**config.mk**
```make
export PLATFORM = sky130hd
export DESIGN_NAME = spi_ram_ctrl
export DESIGN_NICKNAME = d
export VERILOG_FILES = /design/src/rtl/spi_ram_ctrl.sv
export SDC_FILE = /design/constraint.sdc
export NUM_CORES = 1
export LEC_CHECK = 0
export ABC_AREA = 0
export BUFFER_PORTS_ARGS = -buffer_cell sky130_fd_sc_hd__buf_4
export CAP_MARGIN = 10
export CORE_ASPECT_RATIO = 0.9
export CORE_MARGIN = 2
export CORE_UTILIZATION = 30
export DETAILED_ROUTE_END_ITERATION = 10
export SLEW_MARGIN = 20
export SYNTH_ARGS = -nofsm -noshare
export SYNTH_HDL_FRONTEND = slang
export SYNTH_SLANG_ARGS = --single-unit
```
**constraint.sdc**
```tcl
create_clock -name clk -period 4.3 [get_ports clk]
set_clock_uncertainty 0.2 [all_clocks]
set_input_delay 0 -clock clk [delete_from_list [all_inputs] [get_ports clk]]
set_output_delay 0 -clock clk [all_outputs]
set_load 0.02 [all_outputs]
```
**src/rtl/spi_ram_ctrl.sv**
```systemverilog
// SPI-slave front end for the 256x8 RAM: deserialises 10-bit command frames,
// tracks read-address state and serialises RAM read data back on MISO.
module spi_ram_ctrl #(
  parameter int DATA_W      = 8,
  parameter int TX_WAIT_MAX = 4
) (
  input  logic              clk,
  input  logic              rst,
  input  logic              SS_n,
  input  logic              MOSI,
  output logic [9:0]        rx_data,
  output logic              rx_valid,
  input  logic [DATA_W-1:0] tx_data,
  input  logic              tx_valid,
  output logic              MISO
);

  localparam int FRAME_W = 10;
  localparam int CNT_MAX = (DATA_W > FRAME_W) ? DATA_W : FRAME_W;
  localparam int CNT_W   = $clog2(CNT_MAX + 1);
  localparam int WAIT_W  = (TX_WAIT_MAX > 1) ? $clog2(TX_WAIT_MAX) : 1;

  typedef enum logic [2:0] {
    IDLE,
    CHK_CMD,
    WRITE,
    READ_ADD,
    READ_DATA,
    TX_WAIT,
    TX_SHIFT,
    HOLD
  } state_t;

  state_t              state_q, state_d;
  logic [8:0]          shift_q, shift_d;
  logic [CNT_W-1:0]    bit_cnt_q, bit_cnt_d;
  logic [WAIT_W-1:0]   wait_cnt_q, wait_cnt_d;
  logic [9:0]          rx_data_q, rx_data_d;
  logic                rx_valid_q, rx_valid_d;
  logic                rd_addr_done_q, rd_addr_done_d;
  logic [DATA_W-1:0]   tx_shift_q, tx_shift_d;
  logic                miso_q, miso_d;

  always_ff @(posedge clk or posedge rst) begin
    if (rst) begin
      state_q        <= IDLE;
      shift_q        <= '0;
      bit_cnt_q      <= '0;
      wait_cnt_q     <= '0;
      rx_data_q      <= '0;
      rx_valid_q     <= 1'b0;
      rd_addr_done_q <= 1'b0;
      tx_shift_q     <= '0;
      miso_q         <= 1'b0;
    end else begin
      state_q        <= state_d;
      shift_q        <= shift_d;
      bit_cnt_q      <= bit_cnt_d;
      wait_cnt_q     <= wait_cnt_d;
      rx_data_q      <= rx_data_d;
      rx_valid_q     <= rx_valid_d;
      rd_addr_done_q <= rd_addr_done_d;
      tx_shift_q     <= tx_shift_d;
      miso_q         <= miso_d;
    end
  end

  always_comb begin
    state_d        = state_q;
    shift_d        = shift_q;
    bit_cnt_d      = bit_cnt_q;
    wait_cnt_d     = wait_cnt_q;
    rx_data_d      = rx_data_q;
    rx_valid_d     = 1'b0;
    rd_addr_done_d = rd_addr_done_q;
    tx_shift_d     = tx_shift_q;
    miso_d         = 1'b0;

    if (SS_n) begin
      state_d    = IDLE;
      bit_cnt_d  = '0;
      wait_cnt_d = '0;
    end else begin
      case (state_q)
        IDLE: begin
          state_d   = CHK_CMD;
          bit_cnt_d = '0;
        end
        CHK_CMD: begin
          if (!MOSI)               state_d = WRITE;
          else if (rd_addr_done_q) state_d = READ_DATA;
          else                     state_d = READ_ADD;
        end
        WRITE, READ_ADD, READ_DATA: begin
          shift_d = {shift_q[7:0], MOSI};
          if (bit_cnt_q == CNT_W'(FRAME_W - 1)) begin
            rx_data_d  = {shift_q, MOSI};
            rx_valid_d = 1'b1;
            bit_cnt_d  = '0;
            wait_cnt_d = '0;
            state_d    = (state_q == READ_DATA) ? TX_WAIT : HOLD;
            if (state_q == READ_ADD) rd_addr_done_d = 1'b1;
          end else begin
            bit_cnt_d = bit_cnt_q + 1'b1;
          end
        end
        TX_WAIT: begin
          // The rx_valid cycle itself is not part of the wait window.
          if (!rx_valid_q) begin
            if (tx_valid) begin
              miso_d     = tx_data[DATA_W-1];
              tx_shift_d = tx_data << 1;
              bit_cnt_d  = CNT_W'(1);
              state_d    = TX_SHIFT;
            end else if (wait_cnt_q == WAIT_W'(TX_WAIT_MAX - 1)) begin
              state_d = HOLD;
            end else begin
              wait_cnt_d = wait_cnt_q + 1'b1;
            end
          end
        end
        TX_SHIFT: begin
          if (bit_cnt_q == CNT_W'(DATA_W)) begin
            rd_addr_done_d = 1'b0;
            bit_cnt_d      = '0;
            state_d        = HOLD;
          end else begin
            miso_d     = tx_shift_q[DATA_W-1];
            tx_shift_d = tx_shift_q << 1;
            bit_cnt_d  = bit_cnt_q + 1'b1;
          end
        end
        HOLD: begin
        end
        default: state_d = IDLE;
      endcase
    end
  end

  assign rx_data  = rx_data_q;
  assign rx_valid = rx_valid_q;
  assign MISO     = miso_q;

endmodule

```
Word level (Yosys, flattened, before mapping)

Cells that the tools add are included.

Add/sub/neg operators: 2
Multiplexer cells: 38
Shift-type cells: 0
Reduce and logical (&&, ||, !) cells: 14
Bitwise operators: 1
Equality and inequality tests: 22
Divide/modulo/power cells: 0
$lt $le $gt $ge: 0
Multipliers: 0

Operator list:

| operator            | count |
|---|---|
| $mux 3              | 8 |
| $mux 8              | 3 |
| $mux 4              | 5 |
| $reduce_and 5->1    | 4 |
| $ne 3x3->1 const B  | 6 |
| $pmux 4 s4          | 1 |
| $pmux 8 s2          | 1 |
| $pmux 3 s5          | 1 |
| $mux 2              | 6 |
| $ne 2x2->1 const B  | 6 |
| $mux 1              | 10 |
| $eq 3x3->1 const B  | 3 |
| $eq 4x4->1 const B  | 2 |
| $eq 3x2->1 const B  | 2 |
| $reduce_and 3->1    | 2 |
| $reduce_bool 6->1   | 1 |
| $reduce_bool 5->1   | 1 |
| $add 4x1->4 const B | 1 |
| $ne 4x4->1 const B  | 1 |
| $pmux 1 s2          | 2 |
| $pmux 2 s2          | 1 |
| $reduce_bool 2->1   | 2 |
| $eq 3x1->1 const B  | 1 |
| $logic_not 3->1     | 1 |
| other kinds (6)     | 6 |

Latch bits: 0
Output and inout bits: 12
Logic and storage cells: 86
Memories: 0
ROM bits: 0
Register bits after elaboration: 39
Bits in writable memories: 0
Input port bits: 13

Logic depth before layout (Yosys ltp)

Word-level depth: 6
Depth in mapped cells: 6

Worst setup path before layout

Ideal clock, no wire load.

Kind: register to register
Start: reg bit_cnt_q[0]
End: reg tx_shift_q[2]
Slack: 2.430 ns
Period minus slack after synthesis: 1.870 ns
Library setup time: 0.125 ns
Data arrival time: 1.546 ns
Stages on the path, launching flop included: 7
Data required time: 3.975 ns
Cell sequence: dfrtp_1 -> inv_1 -> ha_1 -> nand3b_1 -> a31oi_1 -> nor3b_4 -> mux2_2

Longest elaborated chain between the ends: 3

Ends and longest elaborated chain:

| item                       | line | text |
|---|---|---|
| from (decl)                | 36   | `logic [CNT_W-1:0] bit_cnt_q, bit_cnt_d;` |
| from (signal assigned)     | 58   | `bit_cnt_q <= bit_cnt_d;` |
| $eq 4x4->1                 | 123  | `if (bit_cnt_q == CNT_W'(DATA_W)) begin` |
| $ne 2x2->1 (no line)       | --   |  |
| $reduce_and 5->1 (no line) | --   |  |
| to (signal assigned)       | 63   | `tx_shift_q <= tx_shift_d;` |
| to (decl)                  | 41   | `logic [DATA_W-1:0] tx_shift_q, tx_shift_d;` |

Every way passes these cells.
A chain may end at the register's enable or synchronous reset.

Worst setup path after layout

Start: reg state_q[2]
End: reg rx_data_q[3], in the netlist rx_data[3]

Longest elaborated chain between the ends: 3
Elaborated cells on any way between the ends: 5
Classes of those cells: 3 x eq/ne; 2 x reduce/logical

Ends and longest elaborated chain:

| item                                     | line | text |
|---|---|---|
| from (decl)                              | 34   | `state_t state_q, state_d;` |
| from (signal assigned)                   | 56   | `state_q <= state_d;` |
| $eq 3x3->1 or $eq 3x2->1 (tied branches) | 84   | `case (state_q)` |
| $reduce_or 3->1 *                        | 84   |  |
| $reduce_and 3->1 (no line) *             | --   |  |
| to (signal assigned)                     | 60   | `rx_data_q <= rx_data_d;` |
| to (decl)                                | 38   | `logic [9:0] rx_data_q, rx_data_d;` |

Mark *: on every way between the ends. The rest lies on a longest branch, timed or not.

==> summary.txt <==
Run status
  • Status: completed

Yosys
  • Synthesized area: 1850 µm²
  • Synth unique cells: 41
  • Top cells by count, synth: 38 x dfrtp_1, 21 x mux2_2, 9 x mux2_1
  • Largest cells by area after synthesis: dfrtp_1 51%, mux2_2 13%, mux2_1 5.5%
  • Mapped Nets: 165
  • Post-synth top area share: 0.514
  • Top_reg_cell synth: dfrtp_1
  • Mean post-synth cell area: 12.5 µm²
  • Synth Register Bits: 38
  • Area leader, netlist: dfrtp_1
  • EDFF count, synth: 0
  • Ys async rst share: 1.00
  • Yosys Warn Count: 0
  • Share of the yosys chip area belonging to registers: 0.514
  • Cells after Synth: 148
  • Top-count cell post-synth: dfrtp_1

Power
  • Pwr/cell area: 337 nW/µm²
  • Combinational power share: 0.120
  • Sw Pwr: 196 µW
  • Sequential share of power: 0.551
  • Leakage: roughly 1.1 nW
  • Worst VDD drop: around 0.00016 V
  • Clock power frac: 0.328
  • Switching Fraction: 0.252
  • Int Pwr: between 500 and 600 µW
  • Tot Pwr: approximately 800 µW

Clocking
  • CTS Buf Count: 5
  • Clk Tree Root Cell: clkbuf_8
  • Setup bufs post-CTS: 0
  • Clock transition at path regs: 0.08 ns
  • Cts repair resizes: 0
  • Hold-fix buffers, CTS: 12
  • TritonCTS clock tree: yes
  • Htree depth: 2
  • CTS sink count: 38
  • Clk Latency, worst-skew pair: 0.29 ns
  • Clock Path Buffers: 2

Final layout
  • Fin nets: 204
  • Layout Utilization: 0.382
  • P&R area growth vs syn: 25.0%
  • Post-Layout Cell Count: 260
  • Fin area: 2310 µm²
  • Layout cell share with drive strength beyond 1: 0.335
  • N_diodes: 0

STA
  • Final setup vio count: 0
  • Worst Slack Setup Final: 1.88 ns
  • Slew @ Worst Pin: 0.843 ns
  • Setup TNS: 0 ns
  • Unrepaired setup endpoints after global routing: no
  • Final cycle utilization of the critical path: 0.563
  • Min Hold Slack: 0.186 ns
  • Peak Freq: 413 MHz
  • Relative slew slack: 0.435
  • Final Slew Violations: 0
  • Minimum clock period: 2.42 ns
  • Final Hold Fails: 0

Placement
  • HPWL Detailed: 2.37 mm
  • Placed insts: 240
  • Port buffer count: 24
  • Worst slack, placed: between 1.5 and 2 ns
  • Routability congestion estimate: 0.766
  • Placed Area: 2100 µm²

Global route
  • Busiest grt layer: met2
  • Vias in the first global route: 1276
  • Met3 GRT Util: 0.0326
  • First-pass GRT wire length: 5.91 mm
  • Initial antenna violation count: 0
  • GR Util met1: 0.142
  • M2 GR Usage: 0.177
  • Gr usage total: 0.111
  • Global route overflow: 0
  • Pin count of the biggest net entering global routing: 39

Critical path
  • Crit Path Class: flop to flop
  • Crit-path leading delay family: simple AND/OR/NAND/NOR gates
  • Critical Path, Cell by Cell: nor3b_2 > nor2_4 > nor3_2 > mux2_2
  • Critical Path AT: between 2 and 2.5 ns
  • FF-to-FF Start: state_q[2]
  • Bufs and invs on worst path: 0
  • Max incr delay on CP: 0.65 ns
  • Crit path launch type: flop
  • CP required: 4.28 ns
  • Worst R2R End: rx_data[3]
  • Crit-path slowest cell: nor3_2
  • Reg2Reg Depth: 4
  • Crit end category: flop
  • CP Max Fanout: 14
  • Reg2reg setup slack: around 1.9 ns

Floorplanning
  • I/O pin count: 25
  • Core Box Area: 6050 µm²
  • Die height: 78.5 µm
  • FP Rows: 27
  • Initial Utilization: 0.306
  • Die X-Extent: 86.8 µm
  • DIE AREA: between 6000 and 7000 µm²

Route
  • Via count: 1270
  • Antenna viol nets, final: 0
  • 1st-pass router iterations: 4
  • WL per Instance: between 10 and 15 µm
  • Residual DRC: 0
  • Initial detailed-routing violation count: 88
  • Final WL: approximately 3.5 mm
  • Via density: approximately 4.9

Job
  • # Max-Cap Violations: 0

Worst hold path
  • Worst min path class: input port to asynchronous set/reset pin
==> flip-flops by register name, indices dropped and copies added, names as in the netlist <==
signal and count:
bit_cnt_q 4, MISO 1, wait_cnt_q 2, shift_q 9, rx_data 10, state_q 3, tx_shift_q 7, rx_valid 1
rd_addr_done_q 1
==> power by group through the flow <==
stage | Sequential (mW) | Combinational (mW) | Clock [mW]
after floorplan | 0.421 | 0.0709 | 0
after global placement | 0.436 | 0.0842 | 0
after detailed placement | 0.437 | 0.0860 | 0
after CTS | 0.429 | 0.0953 | 0.267
after global routing | 0.435 | 0.105 | 0.284
final | 0.429 | 0.0937 | 0.255
==> cells in the final DEF, fill, tap and decap left out, drive strengths merged, types with 3 or more instances in the layout <==
cell type / synthesis / final
dfrtp: 38 / 38
mux2: 30 / 30
buf: 4 / 25
dlygate4sd3: 0 / 12
nor2: 8 / 8
a21oi: 7 / 7
inv: 6 / 6
o21ai: 6 / 6
clkbuf: 1 / 6
nand2: 4 / 4
nand3: 4 / 4
ha: 4 / 4
nor3: 4 / 4
nand2b: 3 / 3
nand3b: 3 / 3
nor3b: 3 / 3
==> cell type report <==
cell class,instances,area [µm²]
fill,571,3740
sequential,38,951
multi-input combinational,99,845
timing repair buffer,37,308
tap,72,90.1
clock buffer,6,82.6
inverter,6,22.5
clock inverter,2,12.5
==> metal layers <==
layer	up-vias	wire length [µm]
met5	-	0
met4	0	44
met3	5	149
met2	21	1600
met1	628	1670
li1	616	-
==> how the worst max path moves through the flow <==
stage	endpoint	start	slack (ns)	cells past startpoint
finish	rx_data[3]	state_q[2]	1.88	4
floorplan	tx_shift_q[2]	bit_cnt_q[0]	2.43	6
global placement	rx_data[3]	state_q[2]	1.93	4
detailed placement	rx_data[3]	state_q[2]	1.86	4
CTS	rx_data[3]	state_q[2]	1.84	4
global route	rx_data[3]	state_q[2]	1.71	4
==> worst min-delay path, cell delays in order <==
cell,delay (ns)
dlygate4sd3_1,0.54
buf_4,0.13
inv_1,0.04
buf_4,0.41
==> cell families (layout without fill, tap and decap cells) <==
logic type | Yosys count | in the layout | synth area share
DFF | 38 | 38 | 0.514
AOI/OAI and AO/OA | 25 | 25 | 0.0907
and+or+nand+nor | 40 | 40 | 0.156
buffers and inverters | 11 | 51 | 0.0291
muxes | 30 | 30 | 0.183
adders and majority gates | 4 | 4 | 0.0271
Power figures use the tool's default switching activity.
